===== src/rtl/multicycle_control_fsm.sv =====
// Main control FSM for a multicycle RISC-V style datapath.
// Outputs decode combinationally from the state register and the current instruction.
module multicycle_control_fsm (
  input  logic        clk,
  input  logic        rst_n,
  input  logic [31:0] instr,
  input  logic        zero,
  input  logic        mem_ready,
  output logic        mem_req,
  output logic        AdrSrc,
  output logic        MemWrite,
  output logic        IRWrite,
  output logic        PCWrite,
  output logic        RegWrite,
  output logic [1:0]  ALUSrcA,
  output logic [1:0]  ALUSrcB,
  output logic [2:0]  ALUctrl,
  output logic [1:0]  ResultSrc,
  output logic [2:0]  ImmSrc,
  output logic        instr_done,
  output logic        illegal,
  output logic [3:0]  state
);

  // state    | meaning
  // FETCH    | read instruction at PC, PC <= PC+4 when memory completes
  // DECODE   | register read, branch target precomputed into ALUOut
  // MEMADR   | effective address rs1 + imm
  // MEMREAD  | load access, waits on mem_ready
  // MEMWB    | load data written to rd
  // MEMWRITE | store access, waits on mem_ready
  // EXECR    | register-register ALU op
  // EXECI    | register-immediate ALU op
  // ALUWB    | ALUOut written to rd
  // JAL      | PC <= target, ALU forms OldPC+4 for the link
  // BRANCH   | compare rs1/rs2, PC <= target when taken
  typedef enum logic [3:0] {
    S_FETCH    = 4'd0,
    S_DECODE   = 4'd1,
    S_MEMADR   = 4'd2,
    S_MEMREAD  = 4'd3,
    S_MEMWB    = 4'd4,
    S_MEMWRITE = 4'd5,
    S_EXECR    = 4'd6,
    S_EXECI    = 4'd7,
    S_ALUWB    = 4'd8,
    S_JAL      = 4'd9,
    S_BRANCH   = 4'd10
  } state_t;

  localparam logic [6:0] OP_LOAD   = 7'b0000011;
  localparam logic [6:0] OP_STORE  = 7'b0100011;
  localparam logic [6:0] OP_RTYPE  = 7'b0110011;
  localparam logic [6:0] OP_ITYPE  = 7'b0010011;
  localparam logic [6:0] OP_JAL    = 7'b1101111;
  localparam logic [6:0] OP_BRANCH = 7'b1100011;

  localparam logic [2:0] ALU_ADD = 3'b000;
  localparam logic [2:0] ALU_SUB = 3'b001;
  localparam logic [2:0] ALU_XOR = 3'b010;
  localparam logic [2:0] ALU_AND = 3'b011;
  localparam logic [2:0] ALU_OR  = 3'b100;
  localparam logic [2:0] ALU_SLT = 3'b101;

  state_t state_q, state_d;

  logic [6:0] opcode;
  logic [2:0] funct3;
  logic       funct7b5;
  logic       unused_instr;

  assign opcode       = instr[6:0];
  assign funct3       = instr[14:12];
  assign funct7b5     = instr[30];
  assign unused_instr = ^{instr[31], instr[29:15], instr[11:7]};

  function automatic logic [2:0] imm_decode(input logic [6:0] op);
    case (op)
      OP_STORE:  imm_decode = 3'b001;
      OP_BRANCH: imm_decode = 3'b010;
      OP_JAL:    imm_decode = 3'b011;
      default:   imm_decode = 3'b000;
    endcase
  endfunction

  function automatic logic [2:0] alu_decode(input logic [6:0] op, input logic [2:0] f3,
                                            input logic b30);
    case (f3)
      3'b000:  alu_decode = (op == OP_RTYPE && b30) ? ALU_SUB : ALU_ADD;
      3'b100:  alu_decode = ALU_XOR;
      3'b110:  alu_decode = ALU_OR;
      3'b111:  alu_decode = ALU_AND;
      3'b010:  alu_decode = ALU_SLT;
      default: alu_decode = ALU_ADD;
    endcase
  endfunction

  always_comb begin
    state_d    = state_q;
    mem_req    = 1'b0;
    AdrSrc     = 1'b0;
    MemWrite   = 1'b0;
    IRWrite    = 1'b0;
    PCWrite    = 1'b0;
    RegWrite   = 1'b0;
    ALUSrcA    = 2'b00;
    ALUSrcB    = 2'b00;
    ALUctrl    = ALU_ADD;
    ResultSrc  = 2'b00;
    ImmSrc     = imm_decode(opcode);
    instr_done = 1'b0;
    illegal    = 1'b0;

    case (state_q)
      S_FETCH: begin
        mem_req   = 1'b1;
        ALUSrcB   = 2'b10;
        ResultSrc = 2'b10;
        if (mem_ready) begin
          IRWrite = 1'b1;
          PCWrite = 1'b1;
          state_d = S_DECODE;
        end
      end
      S_DECODE: begin
        ALUSrcA = 2'b01;
        ALUSrcB = 2'b01;
        case (opcode)
          OP_LOAD, OP_STORE: state_d = S_MEMADR;
          OP_RTYPE:          state_d = S_EXECR;
          OP_ITYPE:          state_d = S_EXECI;
          OP_JAL:            state_d = S_JAL;
          OP_BRANCH:         state_d = S_BRANCH;
          default: begin
            illegal = 1'b1;
            state_d = S_FETCH;
          end
        endcase
      end
      S_MEMADR: begin
        ALUSrcA = 2'b10;
        ALUSrcB = 2'b01;
        state_d = (opcode == OP_LOAD) ? S_MEMREAD : S_MEMWRITE;
      end
      S_MEMREAD: begin
        mem_req = 1'b1;
        AdrSrc  = 1'b1;
        if (mem_ready) state_d = S_MEMWB;
      end
      S_MEMWB: begin
        ResultSrc  = 2'b01;
        RegWrite   = 1'b1;
        instr_done = 1'b1;
        state_d    = S_FETCH;
      end
      S_MEMWRITE: begin
        mem_req  = 1'b1;
        AdrSrc   = 1'b1;
        MemWrite = 1'b1;
        if (mem_ready) begin
          instr_done = 1'b1;
          state_d    = S_FETCH;
        end
      end
      S_EXECR: begin
        ALUSrcA = 2'b10;
        ALUSrcB = 2'b00;
        ALUctrl = alu_decode(opcode, funct3, funct7b5);
        state_d = S_ALUWB;
      end
      S_EXECI: begin
        ALUSrcA = 2'b10;
        ALUSrcB = 2'b01;
        ALUctrl = alu_decode(opcode, funct3, funct7b5);
        state_d = S_ALUWB;
      end
      S_ALUWB: begin
        RegWrite   = 1'b1;
        instr_done = 1'b1;
        state_d    = S_FETCH;
      end
      S_JAL: begin
        ALUSrcA = 2'b01;
        ALUSrcB = 2'b10;
        PCWrite = 1'b1;
        state_d = S_ALUWB;
      end
      S_BRANCH: begin
        ALUSrcA    = 2'b10;
        ALUctrl    = ALU_SUB;
        instr_done = 1'b1;
        PCWrite    = ((funct3 == 3'b000) && zero) || ((funct3 == 3'b001) && !zero);
        state_d    = S_FETCH;
      end
      default: state_d = S_FETCH;
    endcase

    // Reset silences every strobe immediately, not just at the next edge.
    if (!rst_n) begin
      mem_req    = 1'b0;
      AdrSrc     = 1'b0;
      MemWrite   = 1'b0;
      IRWrite    = 1'b0;
      PCWrite    = 1'b0;
      RegWrite   = 1'b0;
      ALUSrcA    = 2'b00;
      ALUSrcB    = 2'b00;
      ALUctrl    = ALU_ADD;
      ResultSrc  = 2'b00;
      ImmSrc     = 3'b000;
      instr_done = 1'b0;
      illegal    = 1'b0;
    end
  end

  always_ff @(posedge clk or negedge rst_n) begin
    if (!rst_n) state_q <= S_FETCH;
    else        state_q <= state_d;
  end

  assign state = state_q;

endmodule


===== config.mk =====
export PLATFORM = sky130hd
export DESIGN_NAME = multicycle_control_fsm
export DESIGN_NICKNAME = d
export VERILOG_FILES = /design/src/rtl/multicycle_control_fsm.sv
export SDC_FILE = /design/constraint.sdc
export NUM_CORES = 1
export LEC_CHECK = 0
export BUFFER_PORTS_ARGS = -buffer_cell sky130_fd_sc_hd__buf_2
export CAP_MARGIN = 0
export CORE_MARGIN = 10
export CORE_UTILIZATION = 42
export CTS_BUF_LIST = sky130_fd_sc_hd__clkbuf_2
export DETAILED_ROUTE_END_ITERATION = 10
export GPL_ROUTABILITY_DRIVEN = 0
export PLACE_DENSITY = 0.86
export SETUP_SLACK_MARGIN = 0.5
export SYNTH_ARGS = -nofsm -noshare
export SYNTH_HDL_FRONTEND = slang
export SYNTH_SLANG_ARGS = --single-unit

===== constraint.sdc =====
create_clock -name clk -period 2.12 [get_ports clk]
set_input_delay 0.424 -clock clk [delete_from_list [all_inputs] [get_ports clk]]
set_output_delay 0.424 -clock clk [all_outputs]
set_load 0.03 [all_outputs]

==> run_results.csv, run 1 <==
group,metric,value,unit
status,status,"aborted with a tool error",
status,flow.stopped_at,"global routing",
status,stop_error,"[ERROR DPL-0033] detailed placement checks failed during check placement.",
placement,pre_cts_ws,99.6,ps
synth,synthArstFlopShare,1.00,
clock_network,clock_sinks,4,
placement,port_buffers,37,
placement,place_hpwl,1950,microns
synth,yosys-top-cells-area,"dfrtp_1, nor2_1, nand2b_1, nand2_1, a21oi_1",
synth,yosys-top-cells-count,"nor2_1, nand2_1, a21oi_1",
die,io_pins,60,
synth,syn_nets,141,
synth,synth_area_per_cell,6.54,sq um
synth,seq_area_frac_synth,0.146,
synth,synth_flop_cell,"dfrtp_1",
clock_network,cts_buffers,3,
die,chipWidth,60.4,microns
die,die_h,60.4,microns
synth,syn_area,687,sq um
grt,antenna_found_initial,0,
die,start_util,0.451,
synth,synth_most_common_cell,"nor2_1",
clock_network,clockBufferDepth,2,
synth,synth_cell_type_count,37,
grt,grt_max_degree,15,
synth,yosysTopAreaCellShare,0.146,
synth,synth.largest_area_cell,"dfrtp_1",
synth,syn_inst,105,
synth,synth-edff-count,0,
synth,synth-seq-cells,4,
sta,endpoint_type,"output port",
clock_network,root_buffer,"clkbuf_2",
clock_network,ctsHoldBuffers,0,
synth,yosys_warnings,0,
die,rows,14,
sta,worst_endpoint,"PCWrite",
clock_network,h-tree-depth,1,
## cells by family after synthesis
family          Yosys count  synth area share
other cells               1           0.00546
compound gates           25             0.220
buf+inv                  10            0.0892
simple gates             57             0.434
flops                     4             0.146
mux                       2            0.0291
xor+xnor                  6            0.0765
## per-stage QoR
stage	cells	instance area [sq um]
after floorplan	105	876
after global placement	154	1030
after detailed placement	154	1030
after CTS	173	1360
## timing repair
item,in CTS
buffers inserted,16
setup endpoints to repair,19
pin swaps,11
gates resized for setup,54
cloned,0
==> inputs of run 2 (changes only) <==
==> config.mk (replaced) <==
export PLATFORM = sky130hd
export DESIGN_NAME = multicycle_control_fsm
export DESIGN_NICKNAME = d
export VERILOG_FILES = /design/src/rtl/multicycle_control_fsm.sv
export SDC_FILE = /design/constraint.sdc
export NUM_CORES = 1
export LEC_CHECK = 0
export BUFFER_PORTS_ARGS = -buffer_cell sky130_fd_sc_hd__buf_2
export CAP_MARGIN = 0
export CORE_AREA = 10 10 71 73
export DETAILED_ROUTE_END_ITERATION = 10
export DIE_AREA = 0 0 81 83
export GPL_ROUTABILITY_DRIVEN = 0
export PLACE_DENSITY_LB_ADDON = 0.15
export SYNTH_ARGS = -nofsm -noshare
export SYNTH_HDL_FRONTEND = slang
export SYNTH_SLANG_ARGS = --single-unit
==> run 2 against run 1 <==
Effect of this change: the flow now finishes without violations; synthesized cell count is the same; area after synthesis stayed put.
==> run_results.csv, run 2 <==
group,metric,value,unit
grt,grt_use_total,0.0757,
synth,synth_area_per_cell,6.54,sq um
pwr,peakVddDrop,193,uV
die,start_util,0.189,
detailed_routing,drc,0,
setup_path,path_cells,"or3b_1 > a211oi_2 > a21oi_1 > nor2_1 > buf_4",
pwr,leakagePower,0.477,nW
hold_path,hold_class,"in -> async",
setup_path,r2r_slack,730,ps
sta,setup_viol,0,
die,chipWidth,81,microns
synth,synth_cell_type_count,37,
finish,final_core_util,0.288,
clock_network,clk_pin_slew,30,ps
sta,holdWs,133,ps
die,io_pins,60,
grt,antenna_found_initial,0,
sta,hold_viol,0,
pwr,report.power.total,0.443,mW
setup_path,end_kind,"output port",
placement,dp.cells,191,
detailed_routing,postRouteAntennaNets,0,
setup_path,cp-start-kind,"flip-flop",
sta,setup-tns-final,0,ps
placement,pre_cts_ws,105,ps
synth,synth-edff-count,0,
grt,grt-ovfl-total,0,
setup_path,r2r_end,"state[1]",
sta,drv_slew,0,
synth,yosys_warnings,0,
placement,place_hpwl,2100,microns
clock_network,clockBufferDepth,2,
synth,synth.largest_area_cell,"dfrtp_1",
die,core_area,3630,sq um
synth,syn_inst,105,
sta,clock_skew,2.92,ps
synth,synthArstFlopShare,1.00,
clock_network,root_buffer,"clkbuf_8",
setup_path,critical_path.slowest_cell,"dfrtp_2",
sta,period_needed,2030,ps
clock_network,cts_tree,"built",
die,rows,22,
sta,max_freq,0.493,GHz
finish,multi_input_area,576,sq um
sta,grt_setup_unrepaired,"no",
synth,yosys-top-cells-count,"nor2_1, nand2_1, a21oi_1",
finish,postLayoutCellArea,1050,sq um
detailed_routing,wire_per_inst,13.1,microns
setup_path,max_stage_delay,430,ps
synth,seq_area_frac_synth,0.146,
clock_network,h-tree-depth,1,
synth,synth_flop_cell,"dfrtp_1",
synth,yosysTopAreaCellShare,0.146,
finish,final_cells,194,
setup_path,critical_path_required,1700,ps
finish,fill_cells,429,
finish,area.sequential,104,sq um
grt,grt_pass1_vias,880,
clock_network,cts_setup_buffers,0,
clock_network,clk_latency,220,ps
placement,port_buffers,37,
synth,syn_area,687,sq um
finish,final_cell_mix,"buf_2, nor2_1, nand2_1, buf_4, a21oi_1",
run,cap_violations,0,
finish,drive_above_1_share,0.438,
clock_network,ctsHoldBuffers,0,
setup_path,r2r_cells,5,
synth,synth_most_common_cell,"nor2_1",
grt,grt_max_degree,17,
die,die_h,83,microns
status,status,"complete, no violations",
detailed_routing,wl,2550,microns
setup_path,arrival,1600,ps
setup_path,cp_max_fo,5,
detailed_routing,vias,875,
die,design.die.area,6720,sq um
finish,syn_to_final_growth,52.5,%
setup_path,crit_type,"reg -> out",
finish,final_common_cell,"buf_2",
sta,setup_slack,91.3,ps
sta,period_share,0.957,
detailed_routing,vias_per_cell,4.51,
setup_path,r2r-start,"state[0]",
clock_network,cts_buffers,3,
placement,postPlaceCellArea,982,sq um
detailed_routing,drtIter0Drc,30,
clock_network,clock_sinks,4,
synth,syn_nets,141,
grt,grt_pass1_wl,4140,microns
finish,num_antenna_cells,0,
detailed_routing,firstDrtPassIters,4,
synth,synth-seq-cells,4,
finish,fin_nets,184,
synth,yosys-top-cells-area,"dfrtp_1, nor2_1, nand2b_1, nand2_1, a21oi_1",
finish,largest_register_ff_count,4,
pwr,p_per_area,423,nW/um^2
run 2: cell counts after synthesis:
Identical to the previous run, type by type.
run 2: worst max-delay path, delay by kind of cell, from the launching register on:
kind	cells	cell delay, ps
AO/OA/AOI/OAI	2	290
buffers and inverters	1	170
flip-flops	1	430
AND/OR/NAND/NOR	2	500
run 2: how the worst max path moves through the flow:
stage               depth (start not counted)  slack (ps)     start         end
finish                                      5          90  state[3]     PCWrite
global route                                5           7  state[3]     PCWrite
CTS                                         5         0.3  state[1]     illegal
detailed placement                          6         110  instr[6]  ALUctrl[0]
global placement                            6         130  instr[6]  ALUctrl[0]
floorplan                                   5        -180  state[2]     PCWrite
run 2: metal layers:
layer  wire length, microns  GRT usage
met3                    195     0.0259
met5                      0          0
met1                   1090     0.0780
met4                     38     0.0282
met2                   1220      0.135
run 2: cells by family (layout without fill, tap and decap cells):
family,count (synthesis),in the layout,share of synthesized area
simple gates,57,57,0.434
other cells,1,1,0.00546
mux,2,2,0.0291
flops,4,4,0.146
buf+inv,10,51,0.0892
xor+xnor,6,6,0.0765
compound gates,25,25,0.220
run 2: final cells by class:
type                    count  share of cell area
clock buffers               3              0.0394
inverters                   1             0.00358
multi-input cells          91               0.550
flip-flops and latches      4              0.0992
well taps                  48              0.0573
repair buffers             47               0.251
run 2: where the power goes:
group	switching (mW)	leakage [nW]	internal, mW
logic	0.123	0.406	0.0768
registers	0.00592	0.0493	0.0806
clock network	0.0357	0.0216	0.121
total	0.165	0.477	0.278
run 2: repair_timing:
action                     in CTS  in global routing
pin swaps                       0                  0
gates resized for setup         1                  7
setup endpoints to repair       3                  5
Power figures use the tool's default switching activity.
